==> config.mk <==
export PLATFORM = sky130hd
export DESIGN_NAME = rv32i_ctrl_fsm_flat
export DESIGN_NICKNAME = d
export VERILOG_FILES = /design/src/rtl/rv32i_ctrl_fsm_if.sv /design/src/rtl/rv32i_ctrl_fsm.sv /design/src/flat_wrapper.sv
export SDC_FILE = /design/constraint.sdc
export NUM_CORES = 1
export LEC_CHECK = 0
export CAP_MARGIN = 20
export CORE_MARGIN = 2
export CORE_UTILIZATION = 50
export DETAILED_ROUTE_END_ITERATION = 8
export PLACE_DENSITY_LB_ADDON = 0.25
export SKIP_LAST_GASP = 1
export SYNTH_ARGS = -nofsm -noshare
export SYNTH_HDL_FRONTEND = slang
export SYNTH_SLANG_ARGS = --single-unit
==> constraint.sdc <==
create_clock -name clk -period 5.6 [get_ports clk]
set_clock_uncertainty 0.15 [all_clocks]
set_input_delay 0.84 -clock clk [delete_from_list [all_inputs] [get_ports clk]]
set_output_delay 0.84 -clock clk [all_outputs]
set_load 0.02 [all_outputs]
==> src/rtl/rv32i_ctrl_fsm_if.sv <==
// rv32i_ctrl_fsm_if: handshake and datapath-control bundle between the RV32I
// control sequencer (master) and its IMEM/decoder/ALU/DMEM environment (slave).
// Optional macro CTRL_PERF_CNT_EN adds the instret/cycle_cnt counter outputs.
interface rv32i_ctrl_fsm_if;
  logic        run;
  logic        if_req;
  logic        if_ack;
  logic        ir_write;
  logic        decode;
  logic        id_comp;
  logic        halt;
  logic        branch;
  logic [1:0]  PCsel;
  logic        regwrite;
  logic        memread;
  logic        memwrite;
  logic        br_taken;
  logic [31:0] imm;
  logic [31:0] alu_out;
  logic        alu_en;
  logic        mem_req;
  logic        mem_ack;
  logic        reg_we;
  logic [31:0] pc;
  logic        halted;
  logic        ctrl_err;
  logic [2:0]  state;
`ifdef CTRL_PERF_CNT_EN
  logic [31:0] instret;
  logic [31:0] cycle_cnt;
`endif

`ifdef CTRL_PERF_CNT_EN
  modport master (
    input  run, if_ack, id_comp, halt, branch, PCsel, regwrite, memread,
           memwrite, br_taken, imm, alu_out, mem_ack,
    output if_req, ir_write, decode, alu_en, mem_req, reg_we, pc, halted,
           ctrl_err, state, instret, cycle_cnt
  );
  modport slave (
    output run, if_ack, id_comp, halt, branch, PCsel, regwrite, memread,
           memwrite, br_taken, imm, alu_out, mem_ack,
    input  if_req, ir_write, decode, alu_en, mem_req, reg_we, pc, halted,
           ctrl_err, state, instret, cycle_cnt
  );
`else
  modport master (
    input  run, if_ack, id_comp, halt, branch, PCsel, regwrite, memread,
           memwrite, br_taken, imm, alu_out, mem_ack,
    output if_req, ir_write, decode, alu_en, mem_req, reg_we, pc, halted,
           ctrl_err, state
  );
  modport slave (
    output run, if_ack, id_comp, halt, branch, PCsel, regwrite, memread,
           memwrite, br_taken, imm, alu_out, mem_ack,
    input  if_req, ir_write, decode, alu_en, mem_req, reg_we, pc, halted,
           ctrl_err, state
  );
`endif
endinterface

==> src/rtl/rv32i_ctrl_fsm.sv <==
// rv32i_ctrl_fsm: multi-cycle RV32I control sequencer. Walks each instruction
// through FETCH, DECODE, DEC_WAIT, EXEC, optional MEM and WB, owns the PC and
// raises sticky halt/error indications.
// Optional macro CTRL_PERF_CNT_EN adds the instret and cycle_cnt counters.
module rv32i_ctrl_fsm #(
  parameter logic [31:0] RESET_PC = 32'h0000_0000,
  parameter int unsigned TIMEOUT  = 16
) (
  input  logic             clk,
  input  logic             rst_n,
  rv32i_ctrl_fsm_if.master bus
);

  localparam int unsigned CNT_W = $clog2(TIMEOUT + 1);

  localparam logic [2:0] S_IDLE     = 3'd0;
  localparam logic [2:0] S_FETCH    = 3'd1;
  localparam logic [2:0] S_DECODE   = 3'd2;
  localparam logic [2:0] S_DEC_WAIT = 3'd3;
  localparam logic [2:0] S_EXEC     = 3'd4;
  localparam logic [2:0] S_MEM      = 3'd5;
  localparam logic [2:0] S_WB       = 3'd6;
  localparam logic [2:0] S_HALT     = 3'd7;

  logic [2:0]       r_state;
  logic [2:0]       w_state_nxt;
  logic [CNT_W-1:0] r_wait_cnt;
  logic [CNT_W-1:0] w_wait_cnt_nxt;
  logic [31:0]      r_pc;
  logic [31:0]      r_pc_next;
  logic [31:0]      w_pc_plus4;
  logic [31:0]      w_pc_tgt;
  logic             w_misal;
  logic             w_err_set;
  logic             w_pc_latch;
  logic             w_pc_commit;
  logic             w_ir_write;

  logic             r_if_req;
  logic             r_decode;
  logic             r_alu_en;
  logic             r_mem_req;
  logic             r_reg_we;
  logic             r_halted;
  logic             r_ctrl_err;

  // Next-PC selection from decoder PCsel/branch and the ALU compare result
  always_comb begin
    w_pc_plus4 = r_pc + 32'd4;
    w_pc_tgt   = w_pc_plus4;
    case (bus.PCsel)
      2'd1: begin
        if (bus.branch && bus.br_taken) begin
          w_pc_tgt = r_pc + bus.imm;
        end
      end
      2'd2:    w_pc_tgt = {bus.alu_out[31:1], 1'b0};
      default: w_pc_tgt = w_pc_plus4;
    endcase
  end

  // A target with bit1 set is not word aligned and aborts the instruction
  assign w_misal = w_pc_tgt[1];

  // Instruction register loads in the same cycle the IMEM acknowledges
  assign w_ir_write = (r_state == S_FETCH) && bus.if_ack;

  // Next-state logic and per-phase control decisions
  always_comb begin
    w_state_nxt    = r_state;
    w_wait_cnt_nxt = '0;
    w_err_set      = 1'b0;
    w_pc_latch     = 1'b0;
    w_pc_commit    = 1'b0;
    case (r_state)
      S_IDLE: begin
        if (bus.run) begin
          w_state_nxt = S_FETCH;
        end
      end
      S_FETCH: begin
        if (bus.if_ack) begin
          w_state_nxt = S_DECODE;
        end
      end
      S_DECODE: begin
        w_state_nxt = S_DEC_WAIT;
      end
      S_DEC_WAIT: begin
        if (bus.id_comp) begin
          w_state_nxt = bus.halt ? S_HALT : S_EXEC;
        end else if (r_wait_cnt == CNT_W'(TIMEOUT - 1)) begin
          // Decoder never completed: flag it and park
          w_err_set   = 1'b1;
          w_state_nxt = S_HALT;
        end else begin
          w_wait_cnt_nxt = r_wait_cnt + CNT_W'(1);
        end
      end
      S_EXEC: begin
        if (w_misal) begin
          w_err_set   = 1'b1;
          w_state_nxt = S_HALT;
        end else begin
          w_pc_latch  = 1'b1;
          w_state_nxt = (bus.memread || bus.memwrite) ? S_MEM : S_WB;
        end
      end
      S_MEM: begin
        if (bus.mem_ack) begin
          w_state_nxt = S_WB;
        end
      end
      S_WB: begin
        w_pc_commit = 1'b1;
        w_state_nxt = bus.run ? S_FETCH : S_IDLE;
      end
      S_HALT: begin
        w_state_nxt = S_HALT;
      end
      default: begin
        w_state_nxt = S_IDLE;
      end
    endcase
  end

  // State register and DEC_WAIT timeout counter
  always_ff @(posedge clk or negedge rst_n) begin
    if (!rst_n) begin
      r_state    <= S_IDLE;
      r_wait_cnt <= '0;
    end else begin
      r_state    <= w_state_nxt;
      r_wait_cnt <= w_wait_cnt_nxt;
    end
  end

  // Phase strobes registered from the state being entered
  always_ff @(posedge clk or negedge rst_n) begin
    if (!rst_n) begin
      r_if_req  <= 1'b0;
      r_decode  <= 1'b0;
      r_alu_en  <= 1'b0;
      r_mem_req <= 1'b0;
      r_reg_we  <= 1'b0;
      r_halted  <= 1'b0;
    end else begin
      r_if_req  <= (w_state_nxt == S_FETCH);
      r_decode  <= (w_state_nxt == S_DECODE);
      r_alu_en  <= (w_state_nxt == S_EXEC);
      r_mem_req <= (w_state_nxt == S_MEM);
      r_reg_we  <= (w_state_nxt == S_WB) && bus.regwrite;
      r_halted  <= (w_state_nxt == S_HALT);
    end
  end

  // Sticky error flag
  always_ff @(posedge clk or negedge rst_n) begin
    if (!rst_n) begin
      r_ctrl_err <= 1'b0;
    end else if (w_err_set) begin
      r_ctrl_err <= 1'b1;
    end
  end

  // PC: target captured in EXEC, committed on the WB exit edge
  always_ff @(posedge clk or negedge rst_n) begin
    if (!rst_n) begin
      r_pc      <= RESET_PC;
      r_pc_next <= RESET_PC;
    end else begin
      if (w_pc_latch) begin
        r_pc_next <= w_pc_tgt;
      end
      if (w_pc_commit) begin
        r_pc <= r_pc_next;
      end
    end
  end

`ifdef CTRL_PERF_CNT_EN
  logic [31:0] r_instret;
  logic [31:0] r_cycle_cnt;

  // Retired-instruction and active-cycle counters, free-running modulo 2^32
  always_ff @(posedge clk or negedge rst_n) begin
    if (!rst_n) begin
      r_instret   <= 32'd0;
      r_cycle_cnt <= 32'd0;
    end else begin
      if (w_pc_commit) begin
        r_instret <= r_instret + 32'd1;
      end
      if ((r_state != S_IDLE) && (r_state != S_HALT)) begin
        r_cycle_cnt <= r_cycle_cnt + 32'd1;
      end
    end
  end

  assign bus.instret   = r_instret;
  assign bus.cycle_cnt = r_cycle_cnt;
`endif

  assign bus.if_req   = r_if_req;
  assign bus.ir_write = w_ir_write;
  assign bus.decode   = r_decode;
  assign bus.alu_en   = r_alu_en;
  assign bus.mem_req  = r_mem_req;
  assign bus.reg_we   = r_reg_we;
  assign bus.pc       = r_pc;
  assign bus.halted   = r_halted;
  assign bus.ctrl_err = r_ctrl_err;
  assign bus.state    = r_state;

endmodule
==> src/flat_wrapper.sv <==
// flat-port wrapper written by rule: the top's interface ports become plain ports
module rv32i_ctrl_fsm_flat 
#(
  parameter logic [31:0] RESET_PC = 32'h0000_0000,
  parameter int unsigned TIMEOUT  = 16
)
  (clk, rst_n, bus_run, bus_if_ack, bus_id_comp, bus_halt, bus_branch, bus_PCsel, bus_regwrite, bus_memread, bus_memwrite, bus_br_taken, bus_imm, bus_alu_out, bus_mem_ack, bus_if_req, bus_ir_write, bus_decode, bus_alu_en, bus_mem_req, bus_reg_we, bus_pc, bus_halted, bus_ctrl_err, bus_state);
  rv32i_ctrl_fsm_if bus_i ();
  input  logic clk;
  input  logic rst_n;
  input wire logic [$bits(bus_i.run)-1:0] bus_run;
  input wire logic [$bits(bus_i.if_ack)-1:0] bus_if_ack;
  input wire logic [$bits(bus_i.id_comp)-1:0] bus_id_comp;
  input wire logic [$bits(bus_i.halt)-1:0] bus_halt;
  input wire logic [$bits(bus_i.branch)-1:0] bus_branch;
  input wire logic [$bits(bus_i.PCsel)-1:0] bus_PCsel;
  input wire logic [$bits(bus_i.regwrite)-1:0] bus_regwrite;
  input wire logic [$bits(bus_i.memread)-1:0] bus_memread;
  input wire logic [$bits(bus_i.memwrite)-1:0] bus_memwrite;
  input wire logic [$bits(bus_i.br_taken)-1:0] bus_br_taken;
  input wire logic [$bits(bus_i.imm)-1:0] bus_imm;
  input wire logic [$bits(bus_i.alu_out)-1:0] bus_alu_out;
  input wire logic [$bits(bus_i.mem_ack)-1:0] bus_mem_ack;
  output wire logic [$bits(bus_i.if_req)-1:0] bus_if_req;
  output wire logic [$bits(bus_i.ir_write)-1:0] bus_ir_write;
  output wire logic [$bits(bus_i.decode)-1:0] bus_decode;
  output wire logic [$bits(bus_i.alu_en)-1:0] bus_alu_en;
  output wire logic [$bits(bus_i.mem_req)-1:0] bus_mem_req;
  output wire logic [$bits(bus_i.reg_we)-1:0] bus_reg_we;
  output wire logic [$bits(bus_i.pc)-1:0] bus_pc;
  output wire logic [$bits(bus_i.halted)-1:0] bus_halted;
  output wire logic [$bits(bus_i.ctrl_err)-1:0] bus_ctrl_err;
  output wire logic [$bits(bus_i.state)-1:0] bus_state;
  assign bus_i.run = bus_run;
  assign bus_i.if_ack = bus_if_ack;
  assign bus_i.id_comp = bus_id_comp;
  assign bus_i.halt = bus_halt;
  assign bus_i.branch = bus_branch;
  assign bus_i.PCsel = bus_PCsel;
  assign bus_i.regwrite = bus_regwrite;
  assign bus_i.memread = bus_memread;
  assign bus_i.memwrite = bus_memwrite;
  assign bus_i.br_taken = bus_br_taken;
  assign bus_i.imm = bus_imm;
  assign bus_i.alu_out = bus_alu_out;
  assign bus_i.mem_ack = bus_mem_ack;
  assign bus_if_req = bus_i.if_req;
  assign bus_ir_write = bus_i.ir_write;
  assign bus_decode = bus_i.decode;
  assign bus_alu_en = bus_i.alu_en;
  assign bus_mem_req = bus_i.mem_req;
  assign bus_reg_we = bus_i.reg_we;
  assign bus_pc = bus_i.pc;
  assign bus_halted = bus_i.halted;
  assign bus_ctrl_err = bus_i.ctrl_err;
  assign bus_state = bus_i.state;
  rv32i_ctrl_fsm #(.RESET_PC(RESET_PC), .TIMEOUT(TIMEOUT)) u_core (.clk(clk), .rst_n(rst_n), .bus(bus_i));
endmodule
# == After elaboration in Yosys (flattened, before gate mapping) ==
# Index checks and enable logic that the tools add are counted.
# op_classes
n_addsub,3
n_reduce_logical,5
eq_ne,16
mux,22
# ops
op,n
32-bit one-hot mux with 2 select lines,1
"32-bit by 3-bit adder with 32-bit output, second input constant",1
32-bit adder,1
32-bit 2-to-1 mux,1
"3-bit equality test, second input constant",8
3-bit one-hot mux with 8 select lines,1
3-bit 2-to-1 mux,6
5-bit 2-to-1 mux,3
"3-bit by 2-bit equality test with 1-bit output, second input constant",3
1-bit 2-to-1 mux,7
"3-bit by 1-bit equality test with 1-bit output, second input constant",2
"5-bit by 1-bit adder with 5-bit output, second input constant",1
"5-bit by 4-bit equality test with 1-bit output, second input constant",1
2-bit 2-to-1 mux,2
1-bit logical AND,3
3-bit logical NOT,1
"2-bit by 1-bit equality test with 1-bit output, second input constant",1
"2-bit equality test, second input constant",1
1-bit one-hot mux with 2 select lines,1
1-bit logical OR,1
# totals
wordCells,57
in_bits,78
output_inout_bits,43
ff_bits,79

# == Depth between registers and ports, before layout ==
# Gate-level depths: netlist (run 1).
# depth
ltp_word,7
depth_mapped,13

# == Worst setup path before layout (run 1) ==
# Ideal clock, no wire load.
# synth_timing
path_type,in2reg
start,input port bus_imm[12]
end,register u_core.r_pc_next[31]
arrival_ns,2.967
setup_slack_ns,2.416
cell_stages,10
n_path_buf,0
t_required_ns,5.383
path_cell_list,ha_1 > a21oi_1 > o211ai_1 > o2bb2ai_1 > a21oi_1 > a211oi_1 > o21ai_1 > a311oi_1 > mux2_2 > nand2_1
# synth_between
elab_chain_len,3
# synth_lines
item,line_no,text
start: declaration,flat_wrapper.sv:21,input wire logic [$bits(bus_i.imm)-1:0] bus_imm;
32-bit adder,rv32i_ctrl_fsm.sv:54,w_pc_tgt = r_pc + bus.imm;
32-bit 2-to-1 mux,rv32i_ctrl_fsm.sv:53,if (bus.branch && bus.br_taken) begin
32-bit one-hot mux with 2 select lines,rv32i_ctrl_fsm.sv:51,case (bus.PCsel)
end signal: assignment,rv32i_ctrl_fsm.sv:173,r_pc_next <= w_pc_tgt;
end: declaration,rv32i_ctrl_fsm.sv:30,logic [31:0] r_pc_next;
# No other way between the ends.
# A chain may end at the register's enable or synchronous reset.

# == Final worst setup path (run 1) ==
# layout_timing
start,input port bus_imm[14]
end,register u_core.r_pc_next[31]
# The elaborated chain is that of the path after synthesis.

==> metrics, run 1 <==
status=finished, final reports clean; nature of the critical path startpoint=input pin; count of max-cap constraint violations=0; synthesized area per cell=roughly 9 sq um; static leakage power=3.19 nW; fin nets=884; wire per inst=between 15 and 20 um; global-route wire length before repair=about 28000 um; arithmetic-cell share of the synthesized area counting full adders, half adders and majority gates=0.0779; total negative slack for setup checks=0 ps; Post-CTS Setup Repair Bufs=0; Die Outline Area=approximately 13000 sq um; Setup WS pre-CTS=about 1300 ps; transition time at the pin with the least slew margin=1240 ps; sinks on the clock net=79; CP Capture Type=register; clock tree buffer depth=2; initial core utilization=0.513; aggregate global-route resource usage=0.282; Power per Cell Area=534 nW/um^2; final critical-path required period=slightly above 4000 ps; fraction of final layout cells sized beyond drive strength 1=0.0839; die boundary height=112 um; maximum number of pins on one net before global-route repair=80; most common cell after layout, fill and taps aside=sky130_fd_sc_hd__clkdlybuf4s50_1; number of resized instances in the post-cts repair step=0; Max-Slew Margin vs Limit=0.169; share of the yosys chip area belonging to registers=0.336; Post-synth EDFFs=0; final wirelength=around 18000 um; core area=11500 sq um; fraction of registers with async set/reset=1.00; CP most frequent cell=sky130_fd_sc_hd__a21oi_1; xor-xnor portion of the synthesized cell area=0.0849; HPWL Detailed=13000 um; number of DRC markers in iteration 0=roughly 490; Congestion Overflow GR=0; die width=about 110 um; critical path fanouts, max=6; setup repair after global routing missed its margin=no; H-Tree Level Count=3; number of filler cells placed in the layout=933; initial antenna violation count=0; residual antenna-violating net count after detailed routing=0; critical path required time=about 5700 ps; worst-skew pair later-pin latency=between 300 and 400 ps; DR vias=roughly 5800; final weighted congestion of routability-driven global placement=0.938; fraction of synthesized area in multiplexers=0.0649; Syn-to-layout area delta=27.2%; Final Worst Setup Slack=~1500 ps; largest family of logic cells by synthesized area=compound AO/OA/AOI/OAI gates; compound-cell area share of the yosys netlist=0.225; post-synth cell types=between 60 and 70; total design power=about 4 mW; routed via count divided by cell count=6.34; Final Slew Violations=0; slowest library cell on the worst path=sky130_fd_sc_hd__a311oi_1; top-area cell type share of the netlist area=0.336; cell-by-cell listing of the critical path=clkdlybuf4s50_1 -> ha_1 -> a21oi_1 -> o211ai_1 -> o2bb2ai_1 -> a21oi_1 -> a211oi_1 -> o21ai_1 -> a311oi_1 -> mux2_2 -> nand2_1; setup violation total in the final timing report=0; cts hold-fix bufs=0; Synth warnings=0; standard-cell row count=39; commonest cells after routing, fill and taps aside=118 x sky130_fd_sc_hd__clkdlybuf4s50_1, 79 x sky130_fd_sc_hd__dfrtp_1, 59 x sky130_fd_sc_hd__a21oi_1, 57 x sky130_fd_sc_hd__nand2_1, 44 x sky130_fd_sc_hd__nor2_1; net count after synthesis=between 700 and 800; post-route core utilization=0.652; worst voltage drop across the vdd grid=241 uV; number of buffers added by the clock tree synthesis step=9; buffer type at the clock tree root=sky130_fd_sc_hd__clkbuf_16; synthesized instance count=around 670; FF-to-FF path depth=10; count of boundary I/O pins=~120; Synth area leaders=sky130_fd_sc_hd__dfrtp_1 34%, sky130_fd_sc_hd__ha_1 7.4%, sky130_fd_sc_hd__mux2_2 6.3%; CTS tree=yes; DRT Pass-1 Iters=7; Arrival @ worst endpoint=~4200 ps; cell accounting for the most synthesized area=sky130_fd_sc_hd__dfrtp_1; simple-gate share of the synthesized area=0.178; antenna diode count=0; maximum cell stage delay along the critical path=approximately 520 ps; crit path kind=input pin to register; IO buf count=about 120; post-route clock period utilization=0.723; Achievable Freq=approximately 250 MHz; Netlist Area Pre-Place=about 5900 sq um; clock slew at reported path FFs=60 ps; type of the worst min-delay path=input pin to async pin; final routed DRC violation total=0; most instantiated flip-flop cell in the synthesis netlist=sky130_fd_sc_hd__dfrtp_1; via count of the first global-routing pass=~5700; flip-flop and latch count after synthesis=roughly 80; hold violation count in the final report=0
## routing by layer
metal | share of wire | global-route usage | up-vias
met5 | 0 | 0 | -
met3 | 0.094 | 0.0562 | 34
li1 | - | - | 2678
met2 | 0.47 | 0.455 | 321
met1 | 0.42 | 0.389 | 2787
met4 | 0.016 | 0.0772 | 0
## metrics by stage
step | instances | hold WS (ps) | area [sq um]
4_1_cts | 917 | 319 | 7450
3_3_place_gp | 901 | 293 | 7160
5_1_grt | 918 | 163 | 7480
6_report | 918 | 158 | 7480
2_1_floorplan | 667 | 283 | 5880
3_5_place_dp | 901 | 311 | 7160
## logic make-up after synthesis
family,after synthesis
buf+inv,50
simple gates,207
compound gates,204
xor+xnor,57
mux,34
flops,79
fa+ha+maj,36
## final cells by class
| cell class | count | area, sq um | area share |
|---|---|---|---|
| multi-input cells | 538 | 3710 | 0.496 |
| flip-flops and latches | 79 | 1980 | 0.264 |
| repair buffers | 126 | 1260 | 0.169 |
| clock buffers | 10 | 229 | 0.0306 |
| well taps | 143 | 179 | 0.0239 |
| clock inverters | 6 | 61.3 | 0.00820 |
| inverters | 16 | 60.1 | 0.00803 |
## flip-flops by register name, summed over array words and instances, names as in the netlist
signal / flops
u_core.r_pc_next: 32
u_core.bus.mem_req: 1
u_core.bus.ctrl_err: 1
u_core.bus.if_req: 1
u_core.bus.halted: 1
u_core.bus.pc: 32
u_core.bus.reg_we: 1
u_core.bus.alu_en: 1
u_core.bus.decode: 1
u_core.r_wait_cnt: 5
u_core.bus.state: 3
## path summary, 6_finish.rpt
kind / start / endpoint / slack [ps]
worst max-delay path: bus_imm[14] / u_core.r_pc_next[31]$_DFFE_PN0P_ / 1550
worst min-delay path: rst_n / u_core.r_pc_next[10]$_DFFE_PN0P_ / 160
worst max register to register: u_core.bus.pc[14]$_DFFE_PN0N_ / u_core.r_pc_next[31]$_DFFE_PN0P_ / 1950
worst min register to register: u_core.r_wait_cnt[0]$_DFF_PN0_ / u_core.r_wait_cnt[0]$_DFF_PN0_ / 310
max in group asynchronous: rst_n / u_core.bus.pc[26]$_DFFE_PN0N_ / 4550
min in group clk: u_core.r_wait_cnt[0]$_DFF_PN0_ / u_core.r_wait_cnt[0]$_DFF_PN0_ / 310
## Yosys cell counts, types with 3 or more instances
library cell               number
sky130_fd_sc_hd__xor2_1        27
sky130_fd_sc_hd__o211ai_1       4
sky130_fd_sc_hd__a21oi_1       59
sky130_fd_sc_hd__and2_1         7
sky130_fd_sc_hd__a21o_1        20
sky130_fd_sc_hd__nand3_1       24
sky130_fd_sc_hd__xnor2_1       30
sky130_fd_sc_hd__a22oi_1       15
sky130_fd_sc_hd__o21ai_0       38
sky130_fd_sc_hd__inv_1         16
sky130_fd_sc_hd__a211oi_1       8
sky130_fd_sc_hd__buf_1          4
sky130_fd_sc_hd__dfrtp_1       79
sky130_fd_sc_hd__ha_1          35
sky130_fd_sc_hd__and3_1        11
sky130_fd_sc_hd__clkbuf_1      27
sky130_fd_sc_hd__a222oi_1       5
sky130_fd_sc_hd__nor2b_1        9
sky130_fd_sc_hd__o21a_1         9
sky130_fd_sc_hd__o221ai_1       8
sky130_fd_sc_hd__o21bai_1       4
sky130_fd_sc_hd__o22ai_1        3
sky130_fd_sc_hd__a31oi_1        8
sky130_fd_sc_hd__nand2_1       58
sky130_fd_sc_hd__nand4_1       16
sky130_fd_sc_hd__mux2_2        33
sky130_fd_sc_hd__buf_2          3
sky130_fd_sc_hd__nor2_1        44
sky130_fd_sc_hd__nor3_1        19
sky130_fd_sc_hd__nor3b_1        3
## power by group
group / switching [mW] / internal [mW]
clock network: 0.243 / 0.344
registers: 0.328 / 0.817
logic: 1.23 / 1.03
## worst max-delay path, delay by kind of cell
kind                     cells  cell delay (ps)
AO/OA/AOI/OAI                7             2100
adder cells (fa/ha/maj)      1              370
AND/OR/NAND/NOR              1               60
buffers and inverters        1              410
multiplexers                 1              400
Note: power is estimated with default switching activity, not from simulation.
==> run 2: changes to the inputs <==
--- a/config.mk
+++ b/config.mk
@@ -7,7 +7,7 @@
 export LEC_CHECK = 0
 export CAP_MARGIN = 20
 export CORE_MARGIN = 2
-export CORE_UTILIZATION = 50
+export CORE_UTILIZATION = 48
 export DETAILED_ROUTE_END_ITERATION = 8
 export PLACE_DENSITY_LB_ADDON = 0.25
 export SKIP_LAST_GASP = 1
==> constraint.sdc (replaced) <==
create_clock -name clk -period 3.5 [get_ports clk]
set_clock_uncertainty 0.15 [all_clocks]
set_input_delay 0.525 -clock clk [delete_from_list [all_inputs] [get_ports clk]]
set_output_delay 0.525 -clock clk [all_outputs]
set_load 0.02 [all_outputs]
==> run 2 against run 1 <==
  * Global-route usage up 0.84 points
  * Wire length up 4.9%
  * Clock power up 79%
  * Worst setup slack worse by 1300 ps
  * Design area up 5.5%
  * Count of clock-buffer cells in the layout unchanged
  * Non-clock buffer count up 47
  * Via count up 4.3%
  * Critical path depth unchanged
  * Register-to-register slack worse by 1600 ps
  * Utilization up 0.74 points
  * Hold slack better by 160 ps
  * Largest cell class unchanged
==> metrics, run 2 (synthesized netlist as in run 1, its figures left out) <==
Die Outline Area=13200 sq um (+4.0%); nature of the critical path startpoint=input pin; total negative slack for setup checks=0 ps (unchanged); HPWL Detailed=13800 um (+6.5%); type of the worst min-delay path=register to register; aggregate global-route resource usage=0.290 (+0.00841); die boundary height=115 um (+2.0%); sinks on the clock net=79 (unchanged); Max-Slew Margin vs Limit=0.372 (+0.203); fin nets=931 (+5.3%); die width=115 um (+2.0%); Achievable Freq=~300 MHz; setup repair after global routing missed its margin=no; startpoint of the worst register-to-register path=u_core.bus.pc[8]$_DFFE_PN0N_; IO buf count=119 (unchanged); DR vias=6073 (+4.3%); global-route wire length before repair=29800 um (+4.7%); number of buffers added by the clock tree synthesis step=9 (unchanged); H-Tree Level Count=3 (unchanged); routed via count divided by cell count=6.27 (-1.1%); number of DRC markers in iteration 0=542 (+11%); residual antenna-violating net count after detailed routing=0 (unchanged); CTS tree=yes; final routed DRC violation total=0 (unchanged); antenna diode count=0 (unchanged); hold violation count in the final report=0 (unchanged); commonest cells after routing, fill and taps aside=118 x sky130_fd_sc_hd__clkdlybuf4s50_1, 79 x sky130_fd_sc_hd__dfrtp_1, 59 x sky130_fd_sc_hd__a21oi_1, 58 x sky130_fd_sc_hd__nand2_1, 52 x sky130_fd_sc_hd__buf_4; Final Worst Setup Slack=221 ps (-1330 ps); core area=12000 sq um (+4.3%); final critical-path required period=around 3300 ps; Congestion Overflow GR=0 (unchanged); clock slew at reported path FFs=60 ps (about the same); Syn-to-layout area delta=34.2%; buffer type at the clock tree root=sky130_fd_sc_hd__clkbuf_16; Critical path origin=bus_imm[1]; Arrival @ worst endpoint=3400 ps (-780 ps); crit path kind=input pin to register; total design power=6.81 mW (+70%); most common cell after layout, fill and taps aside=sky130_fd_sc_hd__clkdlybuf4s50_1; fraction of final layout cells sized beyond drive strength 1=0.135 (+0.0512); transition time at the pin with the least slew margin=940 ps (-304 ps); post-route core utilization=0.660 (+0.00736); Setup WS pre-CTS=-63.3 ps (-1410 ps); standard-cell row count=40 (+2.6%); initial antenna violation count=0 (unchanged); area of all placed cells without fillers=7890 sq um (+5.5%); worst-skew pair later-pin latency=340 ps (about the same); final cell count without fillers=969 (+5.6%); final weighted congestion of routability-driven global placement=0.984 (+4.9%); setup violation total in the final timing report=0 (unchanged); initial core utilization=0.492 (-0.0212); via count of the first global-routing pass=5905 (+2.9%); Power per Cell Area=863 nW/um^2 (+62%); minimum hold slack=321 ps (+163 ps); Final Slew Violations=0 (unchanged); hold path startpoint=u_core.r_pc_next[23]$_DFFE_PN0P_; maximum number of pins on one net before global-route repair=80 (unchanged); post-route clock period utilization=0.937; number of placed instances with taps included=951 (+5.5%); final wirelength=18800 um (+4.9%); worst voltage drop across the vdd grid=415 uV (+72%); critical path fanouts, max=3 (-3); wire per inst=19.4 um (-0.65%); status=finished, final reports clean; total placed instance area=7520 sq um (+5.0%); count of boundary I/O pins=121 (unchanged); CP Capture Type=register; critical path required time=3620 ps (-2110 ps); count of max-cap constraint violations=0 (unchanged); static leakage power=3.44 nW (+7.9%); Post-CTS Setup Repair Bufs=0 (unchanged); clock tree buffer depth=2 (unchanged); DRT Pass-1 Iters=5 (-2)
## run 2: routing by layer
| layer | global-route usage | vias to the layer above | share of wire |
|---|---|---|---|
| met1 | 0.390 | 2888 | 0.41 |
| li1 | - | 2773 | - |
| met3 | 0.0439 | 68 | 0.088 |
| met5 | 0 | - | 0 |
| met2 | 0.471 | 344 | 0.46 |
| met4 | 0.112 | 0 | 0.039 |
## run 2: path summary, 6_finish.rpt
path,cells past startpoint,end,slack [ps]
max reg2reg,10,u_core.r_pc_next[31]$_DFFE_PN0P_,330
min,2,u_core.r_pc_next[23]$_DFFE_PN0P_,320
max,11,u_core.r_pc_next[31]$_DFFE_PN0P_,220
max in group asynchronous,3,u_core.r_pc_next[25]$_DFFE_PN0P_,2140
min in group asynchronous,2,u_core.r_pc_next[8]$_DFFE_PN0P_,460
min reg2reg,2,u_core.r_pc_next[23]$_DFFE_PN0P_,320
## run 2: what timing repair did
action / 4_1_cts / 5_1_grt
hold buffers: 0 / 1
hold endpoints to repair: 0 / 19
gates resized for setup: 0 / 1
endpoints found under the setup margin: 0 / 1
## run 2: cell type report
type	count	area (sq um)
clock buffer	10	239
inverter	16	60.1
timing repair buffer	173	1630
fill	1005	4070
multi-input combinational	538	3710
sequential	79	1980
tap	147	184
clock inverter	6	90.1
## run 2: power breakdown
part / internal [mW] / switching (mW)
Sequential: 1.31 / 0.463
Combinational: 1.88 / 2.11
Clock: 0.648 / 0.399
Total: 3.83 / 2.98
## run 2: worst max-delay path: stages
cell and delay, ps:
sky130_fd_sc_hd__clkdlybuf4s50_1 490, sky130_fd_sc_hd__ha_1 230, sky130_fd_sc_hd__a21oi_1 220, sky130_fd_sc_hd__nand4b_1 180, sky130_fd_sc_hd__a21o_1 190, sky130_fd_sc_hd__a21oi_1 140, sky130_fd_sc_hd__a211oi_1 420, sky130_fd_sc_hd__o21ai_1 180
sky130_fd_sc_hd__a311oi_1 390, sky130_fd_sc_hd__mux2_2 380, sky130_fd_sc_hd__nand2_1 60
